==> config.mk <==
export PLATFORM = sky130hd
export DESIGN_NAME = muldiv_unit
export DESIGN_NICKNAME = d
export VERILOG_FILES = /design/src/rtl/mips_pkg.sv /design/src/rtl/muldiv_step.sv /design/src/rtl/muldiv_unit.sv
export SDC_FILE = /design/constraint.sdc
export NUM_CORES = 1
export LEC_CHECK = 0
export CAP_MARGIN = 20
export CORE_MARGIN = 2
export CORE_UTILIZATION = 60
export DETAILED_ROUTE_END_ITERATION = 12
export GPL_TIMING_DRIVEN = 0
export PLACE_DENSITY_LB_ADDON = 0.25
export SETUP_SLACK_MARGIN = 0.05
export SKIP_LAST_GASP = 1
export SLEW_MARGIN = 20
export SYNTH_ARGS = -nofsm -noshare
export SYNTH_HDL_FRONTEND = slang
export SYNTH_HIERARCHICAL = 1
export SYNTH_SLANG_ARGS = --single-unit
==> constraint.sdc <==
create_clock -name clock -period 5.6 [get_ports clock]
set_input_delay 1.12 -clock clock [delete_from_list [all_inputs] [get_ports clock]]
set_output_delay 1.12 -clock clock [all_outputs]
set_load 0.005 [all_outputs]
==> src/rtl/mips_pkg.sv <==
// Shared encodings for the EX-stage multiply/divide unit and the decode stage.
package mips_pkg;

  localparam logic [4:0] ALU_NOOP = 5'b01101;

  typedef enum logic [2:0] {
    MD_NONE  = 3'b000,
    MD_MULT  = 3'b001,
    MD_MULTU = 3'b010,
    MD_DIV   = 3'b011,
    MD_DIVU  = 3'b100,
    MD_MTHI  = 3'b101,
    MD_MTLO  = 3'b110
  } md_op_e;

  typedef enum logic [1:0] {
    IDLE  = 2'd0,
    RUN   = 2'd1,
    FIXUP = 2'd2
  } md_state_e;

endpackage

==> src/rtl/muldiv_step.sv <==
// One iteration of the unsigned datapath: right-shifting shift-add multiply or
// left-shifting restoring divide over a shared 2*WIDTH+1 bit work register.
module muldiv_step #(
  parameter int unsigned WIDTH = 32
) (
  input  logic               is_div,
  input  logic [2*WIDTH:0]   work_in,
  input  logic [WIDTH-1:0]   operand_b,
  output logic [2*WIDTH:0]   work_out
);

  logic [WIDTH:0]   mul_sum;
  logic [WIDTH+1:0] trial;
  logic [WIDTH+1:0] diff;
  logic             ge;
  logic [WIDTH:0]   new_rem;

  // Multiply: {acc, multiplier}; divide: {remainder, dividend/quotient}
  always_comb begin
    mul_sum  = work_in[2*WIDTH:WIDTH] + (work_in[0] ? {1'b0, operand_b} : '0);
    trial    = work_in[2*WIDTH:WIDTH-1];
    diff     = trial - {2'b00, operand_b};
    ge       = ~diff[WIDTH+1];
    new_rem  = ge ? diff[WIDTH:0] : trial[WIDTH:0];
    work_out = is_div ? {new_rem, work_in[WIDTH-2:0], ge}
                      : {1'b0, mul_sum, work_in[WIDTH-1:1]};
  end

endmodule

==> src/rtl/muldiv_unit.sv <==
// Iterative MULT/MULTU/DIV/DIVU unit with architectural HI/LO and MTHI/MTLO;
// busy stalls the front of the pipe while an operation is in flight.
module muldiv_unit
  import mips_pkg::*;
#(
  parameter int unsigned WIDTH = 32
) (
  input  logic             clock,
  input  logic             reset,
  input  logic             start,
  input  logic [2:0]       op,
  input  logic             kill,
  input  logic [WIDTH-1:0] rs_val,
  input  logic [WIDTH-1:0] rt_val,
  output logic [WIDTH-1:0] hi,
  output logic [WIDTH-1:0] lo,
  output logic             busy,
  output logic             done
);

  localparam int unsigned CNT_W  = $clog2(WIDTH);
  localparam int unsigned WORK_W = 2 * WIDTH + 1;

  md_state_e          state_q, state_d;
  logic [CNT_W-1:0]   cnt_q, cnt_d;
  logic [WORK_W-1:0]  work_q, work_d, step_out;
  logic [WIDTH-1:0]   divisor_q, divisor_d;
  logic               is_div_q, is_div_d;
  logic               neg_q_q, neg_q_d;
  logic               neg_r_q, neg_r_d;
  logic               div_zero_q, div_zero_d;
  logic [WIDTH-1:0]   hi_d, lo_d;
  logic               busy_d, done_d;

  logic               is_signed;
  logic               a_neg, b_neg;
  logic [WIDTH-1:0]   a_mag, b_mag;
  logic [2*WIDTH-1:0] product, product_neg;
  logic [WIDTH-1:0]   quot, rem;

  muldiv_step #(.WIDTH(WIDTH)) u_step (
    .is_div    (is_div_q),
    .work_in   (work_q),
    .operand_b (divisor_q),
    .work_out  (step_out)
  );

  // Operand magnitudes and sign capture for the signed ops
  assign is_signed   = (op == MD_MULT) || (op == MD_DIV);
  assign a_neg       = is_signed & rs_val[WIDTH-1];
  assign b_neg       = is_signed & rt_val[WIDTH-1];
  assign a_mag       = a_neg ? (~rs_val + WIDTH'(1)) : rs_val;
  assign b_mag       = b_neg ? (~rt_val + WIDTH'(1)) : rt_val;

  assign product     = work_q[2*WIDTH-1:0];
  assign product_neg = ~product + (2*WIDTH)'(1);
  assign quot        = work_q[WIDTH-1:0];
  assign rem         = work_q[2*WIDTH-1:WIDTH];

  always_comb begin
    state_d    = state_q;
    cnt_d      = cnt_q;
    work_d     = work_q;
    divisor_d  = divisor_q;
    is_div_d   = is_div_q;
    neg_q_d    = neg_q_q;
    neg_r_d    = neg_r_q;
    div_zero_d = div_zero_q;
    hi_d       = hi;
    lo_d       = lo;
    done_d     = 1'b0;

    if (kill) begin
      state_d = IDLE;
    end else begin
      case (state_q)
        IDLE: begin
          if (start) begin
            case (op)
              MD_MULT, MD_MULTU, MD_DIV, MD_DIVU: begin
                state_d    = RUN;
                cnt_d      = CNT_W'(WIDTH - 1);
                work_d     = {{(WIDTH + 1){1'b0}}, a_mag};
                divisor_d  = b_mag;
                is_div_d   = (op == MD_DIV) || (op == MD_DIVU);
                neg_q_d    = a_neg ^ b_neg;
                neg_r_d    = a_neg;
                div_zero_d = (rt_val == '0);
              end
              MD_MTHI: hi_d = rs_val;
              MD_MTLO: lo_d = rs_val;
              default: ;
            endcase
          end
        end
        RUN: begin
          work_d = step_out;
          if (cnt_q == '0) state_d = FIXUP;
          else             cnt_d   = cnt_q - CNT_W'(1);
        end
        FIXUP: begin
          // Divide-by-zero keeps the raw unsigned result: all-ones / dividend
          if (!is_div_q) begin
            hi_d = neg_q_q ? product_neg[2*WIDTH-1:WIDTH] : product[2*WIDTH-1:WIDTH];
            lo_d = neg_q_q ? product_neg[WIDTH-1:0]       : product[WIDTH-1:0];
          end else if (div_zero_q) begin
            hi_d = rem;
            lo_d = quot;
          end else begin
            hi_d = neg_r_q ? (~rem  + WIDTH'(1)) : rem;
            lo_d = neg_q_q ? (~quot + WIDTH'(1)) : quot;
          end
          done_d  = 1'b1;
          state_d = IDLE;
        end
        default: state_d = IDLE;
      endcase
    end

    busy_d = (state_d != IDLE);
  end

  always_ff @(posedge clock or negedge reset) begin
    if (!reset) begin
      state_q    <= IDLE;
      cnt_q      <= '0;
      work_q     <= '0;
      divisor_q  <= '0;
      is_div_q   <= 1'b0;
      neg_q_q    <= 1'b0;
      neg_r_q    <= 1'b0;
      div_zero_q <= 1'b0;
      hi         <= '0;
      lo         <= '0;
      busy       <= 1'b0;
      done       <= 1'b0;
    end else begin
      state_q    <= state_d;
      cnt_q      <= cnt_d;
      work_q     <= work_d;
      divisor_q  <= divisor_d;
      is_div_q   <= is_div_d;
      neg_q_q    <= neg_q_d;
      neg_r_q    <= neg_r_d;
      div_zero_q <= div_zero_d;
      hi         <= hi_d;
      lo         <= lo_d;
      busy       <= busy_d;
      done       <= done_d;
    end
  end

endmodule
==> metrics.md <==
| Metric | Value |
|---|---|
| Slowest CP cell | `clkbuf_1` |
| Fillers | `2070` |
| Crit Path Class | `in2reg` |
| VDD IR max | `0.2349 mV` |
| First-pass GRT wire length | `86850 um` |
| Power, Total | `6975 uW` |
| GPL Wtd Cong | `1.010` |
| Combinational share of power | `0.538` |
| Ys Warns | `6` |
| CORE AREA | `25250 um2` |
| Setup ws final | `1436 ps` |
| Power Density | `390.4 nW/um2` |
| Post-synth EDFFs | `0` |
| Worst reg2reg path startpoint | `work_q[0]$_DFFE_PN0P_` |
| DP HPWL | `44650 um` |
| CP max stage delay | `770 ps` |
| Sequential area share after synthesis | `0.2816` |
| Total routed wirelength | `56950 um` |
| NetSw | `3246 uW` |
| CTS clk-pin slew, worst paths | `80 ps` |
| Relative slew slack | `0.2821` |
| Crit-path cells | `clkdlybuf4s50_1 > nor3_1 > and4b_1 > o21ai_1 > inv_1 > nand2_1 > clkbuf_1 > clkbuf_1 > o21ai_0` |
| Root Buffer | `clkbuf_16` |
| CTS Buffer Depth | `2` |
| Max-cap violations | `0` |
| FFs w/ async S/R, synth | `1.000` |
| Worst Hold End | `lo[18]$_DFFE_PN0P_` |
| Pre-CTS setup slack | `1073 ps` |
| Post-Syn Nets | `2094` |
| Final #Nets | `2250` |
| Cell Area, Synth | `15460 um2` |
| Total CTS buffers | `17` |
| Synth Instances | `1951` |
| HP Class | `reg2reg` |
| Die Ht | `164.5 um` |
| Clock power share | `0.173` |
| R2R cell count | `15` |
| Worst Max-Slew Pin Slew | `1070 ps` |
| Netlist cell types | `99` |
| Max Fclk | `240.2 MHz` |
| Yosys reg bits | `174` |
| Share of layout cells above drive strength 1 | `0.06557` |
| Slew Viols, Final | `0` |
| Starting Density | `0.6123` |
| Type of origin of the critical path | `primary input` |
| Final Setup Violations | `0` |
| Hold Crit Start | `lo[18]$_DFFE_PN0P_` |
| CTS tree | `built` |
| Reg2Reg Setup Slack | `1540 ps` |
| ANT nets after route | `0` |
| Mean Syn Cell Area | `7.926 um2` |
| Layout area overhead | `15.54%` |
| Gr usage total | `0.4218` |
| Hold path depth | `2` |
| Minimum period implied by the final worst setup slack | `4164 ps` |
| WP data arrival | `4470 ps` |
| Unrepaired setup endpoints after global routing | `false` |
| Pre-Repair DR Iteration Count | `6` |
| Die width | `164.5 um` |
| IO Port Bufs | `135` |
| CTS Hold Bufs | `0` |
| TritonCTS sink count | `174` |
| Vias in the first global route | `15400` |
| CP required | `5900 ps` |
| Switching share of power | `0.4654` |
| DR vias | `16370` |
| Outcome | `finished, final reports clean` |
| Overflow left after global routing | `0` |
| # IOs | `137` |
| Drt wl/cell | `23.25 um` |
| Final worst path period share | `0.7435` |
| Largest net degree at the start of global routing | `73` |
| Pleak | `0.007672 uW` |
| Cell internal pwr | `3729 uW` |
| Post-CTS resize count | `0` |
| Die footprint | `27070 um2` |
| Sequential power share | `0.289` |
| Critical path fanouts, max | `10` |
| DR DRC count | `0` |
| Setup Total Neg Slack | `0 ps` |
| Fin Clk Skew | `15.75 ps` |
| Cell Rows | `58` |
| Type of element capturing the critical path | `flop` |
| Post-CTS Setup Inserts | `0` |
| Most numerous cell on the critical path | `clkbuf_1` |
| Final hold vios | `0` |
| Initial antenna violation count | `0` |
| Diodes inserted | `0` |
| Vias per cell | `6.683` |
| First DRT Iteration DRCs | `2303` |
| H-tree lvl count | `4` |
| R2R Path End | `work_q[63]$_DFFE_PN0P_` |
| Leading register cell type out of synthesis | `dfrtp_1` |
| Clk_lat worst skew | `460 ps` |
worst max-delay path: cells and delay by family:
family | cells | cell delay, ps
buffers and inverters | 4 | 2060
and+or+nand+nor | 3 | 790
AOI/OAI and AO/OA | 2 | 480
area by class of cell:
type / count / area (um2) / share of cell area
Multi-Input combinational cell: 1593 / 10330 / 0.5780
Tap cell: 330 / 412.9 / 0.02311
Clock inverter: 15 / 147.6 / 0.008264
Inverter: 66 / 247.7 / 0.01387
Buffer: 118 / 540.5 / 0.03025
Sequential cell: 174 / 4354 / 0.2437
Timing Repair Buffer: 137 / 1411 / 0.07900
Clock buffer: 17 / 425.4 / 0.02381
power groups by stage:
stage / registers [uW] / logic [uW] / clock network [uW]
2_1_floorplan: 1850 / 2520 / 0
3_3_place_gp: 2000 / 3560 / 0
3_5_place_dp: 2010 / 3630 / 0
4_1_cts: 1980 / 3650 / 1190
5_1_grt: 2040 / 4050 / 1250
6_report: 2010 / 3760 / 1210
per-layer routing:
| metal | GRT usage | wire [um] |
|---|---|---|
| met1 | 0.5238 | 21660 |
| met2 | 0.6828 | 25880 |
| met3 | 0.06781 | 5337 |
| met4 | 0.2723 | 4077 |
| met5 | 0 | 0 |
cells in the final DEF (no fill, tap or decap), drive strengths merged, types with 6 or more instances in the layout:
master / count
a21oi: 130
nand2b: 18
xnor2: 102
or4: 22
or2: 6
dfrtp: 174
a21o: 33
clkinv: 7
inv: 73
ha: 70
or3: 19
xor2: 60
clkdlybuf4s50: 134
nor2: 141
nor3: 54
nor4: 26
o21bai: 6
nand2: 249
and2: 39
o21a: 9
mux2: 36
o41ai: 11
o31ai: 21
o221ai: 34
buf: 28
o21ai: 167
mux2i: 34
and4: 6
and3: 21
a31oi: 46
nand3: 75
o211ai: 26
clkbuf: 110
nor2b: 12
nand4: 14
a211oi: 11
o22ai: 22
registers in the layout (all words and copies together) (netlist names):
signal,cells
work_q,65
cnt_q,5
neg_q_q,1
hi,32
divisor_q,32
busy,1
state_q,2
div_zero_q,1
lo,32
is_div_q,1
neg_r_q,1
done,1
metrics by stage:
step           utilization  cell area [um2]  cells  hold slack, ps
2_1_floorplan            -            15460   1951           463.9
3_3_place_gp        0.6822            17230   2416           458.5
3_5_place_dp        0.6846            17290   2418           468.5
4_1_cts             0.7072            17860   2450           486.2
5_1_grt             0.7074            17870   2450           498.0
6_report            0.7074            17870   2450           482.4
Yosys cell counts (37+ instances only):
library cell,instances,area share
dfrtp_1,174,0.28
xnor2_1,102,0.058
o21ai_0,154,0.050
and2_1,37,0.015
a21oi_1,128,0.041
nor2_1,140,0.034
nor3_1,54,0.017
nand2_1,249,0.060
clkbuf_1,86,0.021
a31oi_1,44,0.018
ha_1,70,0.057
nand3_1,75,0.024
inv_1,65,0.016
xor2_1,59,0.033
cell families (layout without fill, tap and decap cells):
logic type | after synthesis | in the layout | synth area share
DFF | 174 | 174 | 0.2816
buffers and inverters | 184 | 353 | 0.05097
and+or+nand+nor | 725 | 725 | 0.2315
AOI/OAI and AO/OA | 564 | 564 | 0.2363
adders and majority gates | 72 | 72 | 0.05923
xor gates and xnor gates | 162 | 162 | 0.09224
muxes | 70 | 70 | 0.04822
worst max path at each step:
| stage | start | slack [ps] | endpoint |
|---|---|---|---|
| 6_report | op[0] | 1440 | divisor_q[30]$_DFFE_PN0P_ |
| 2_1_floorplan | rs_val[0] | 2500 | work_q[20]$_DFFE_PN0P_ |
| 3_3_place_gp | reset | -3680 | divisor_q[28]$_DFFE_PN0P_ |
| 3_5_place_dp | op[0] | 1070 | divisor_q[30]$_DFFE_PN0P_ |
| 5_1_grt | work_q[0]$_DFFE_PN0P_ | 1250 | work_q[63]$_DFFE_PN0P_ |
| 4_1_cts | op[0] | 1530 | divisor_q[30]$_DFFE_PN0P_ |
No activity file was read; power rests on OpenSTA's default activity.
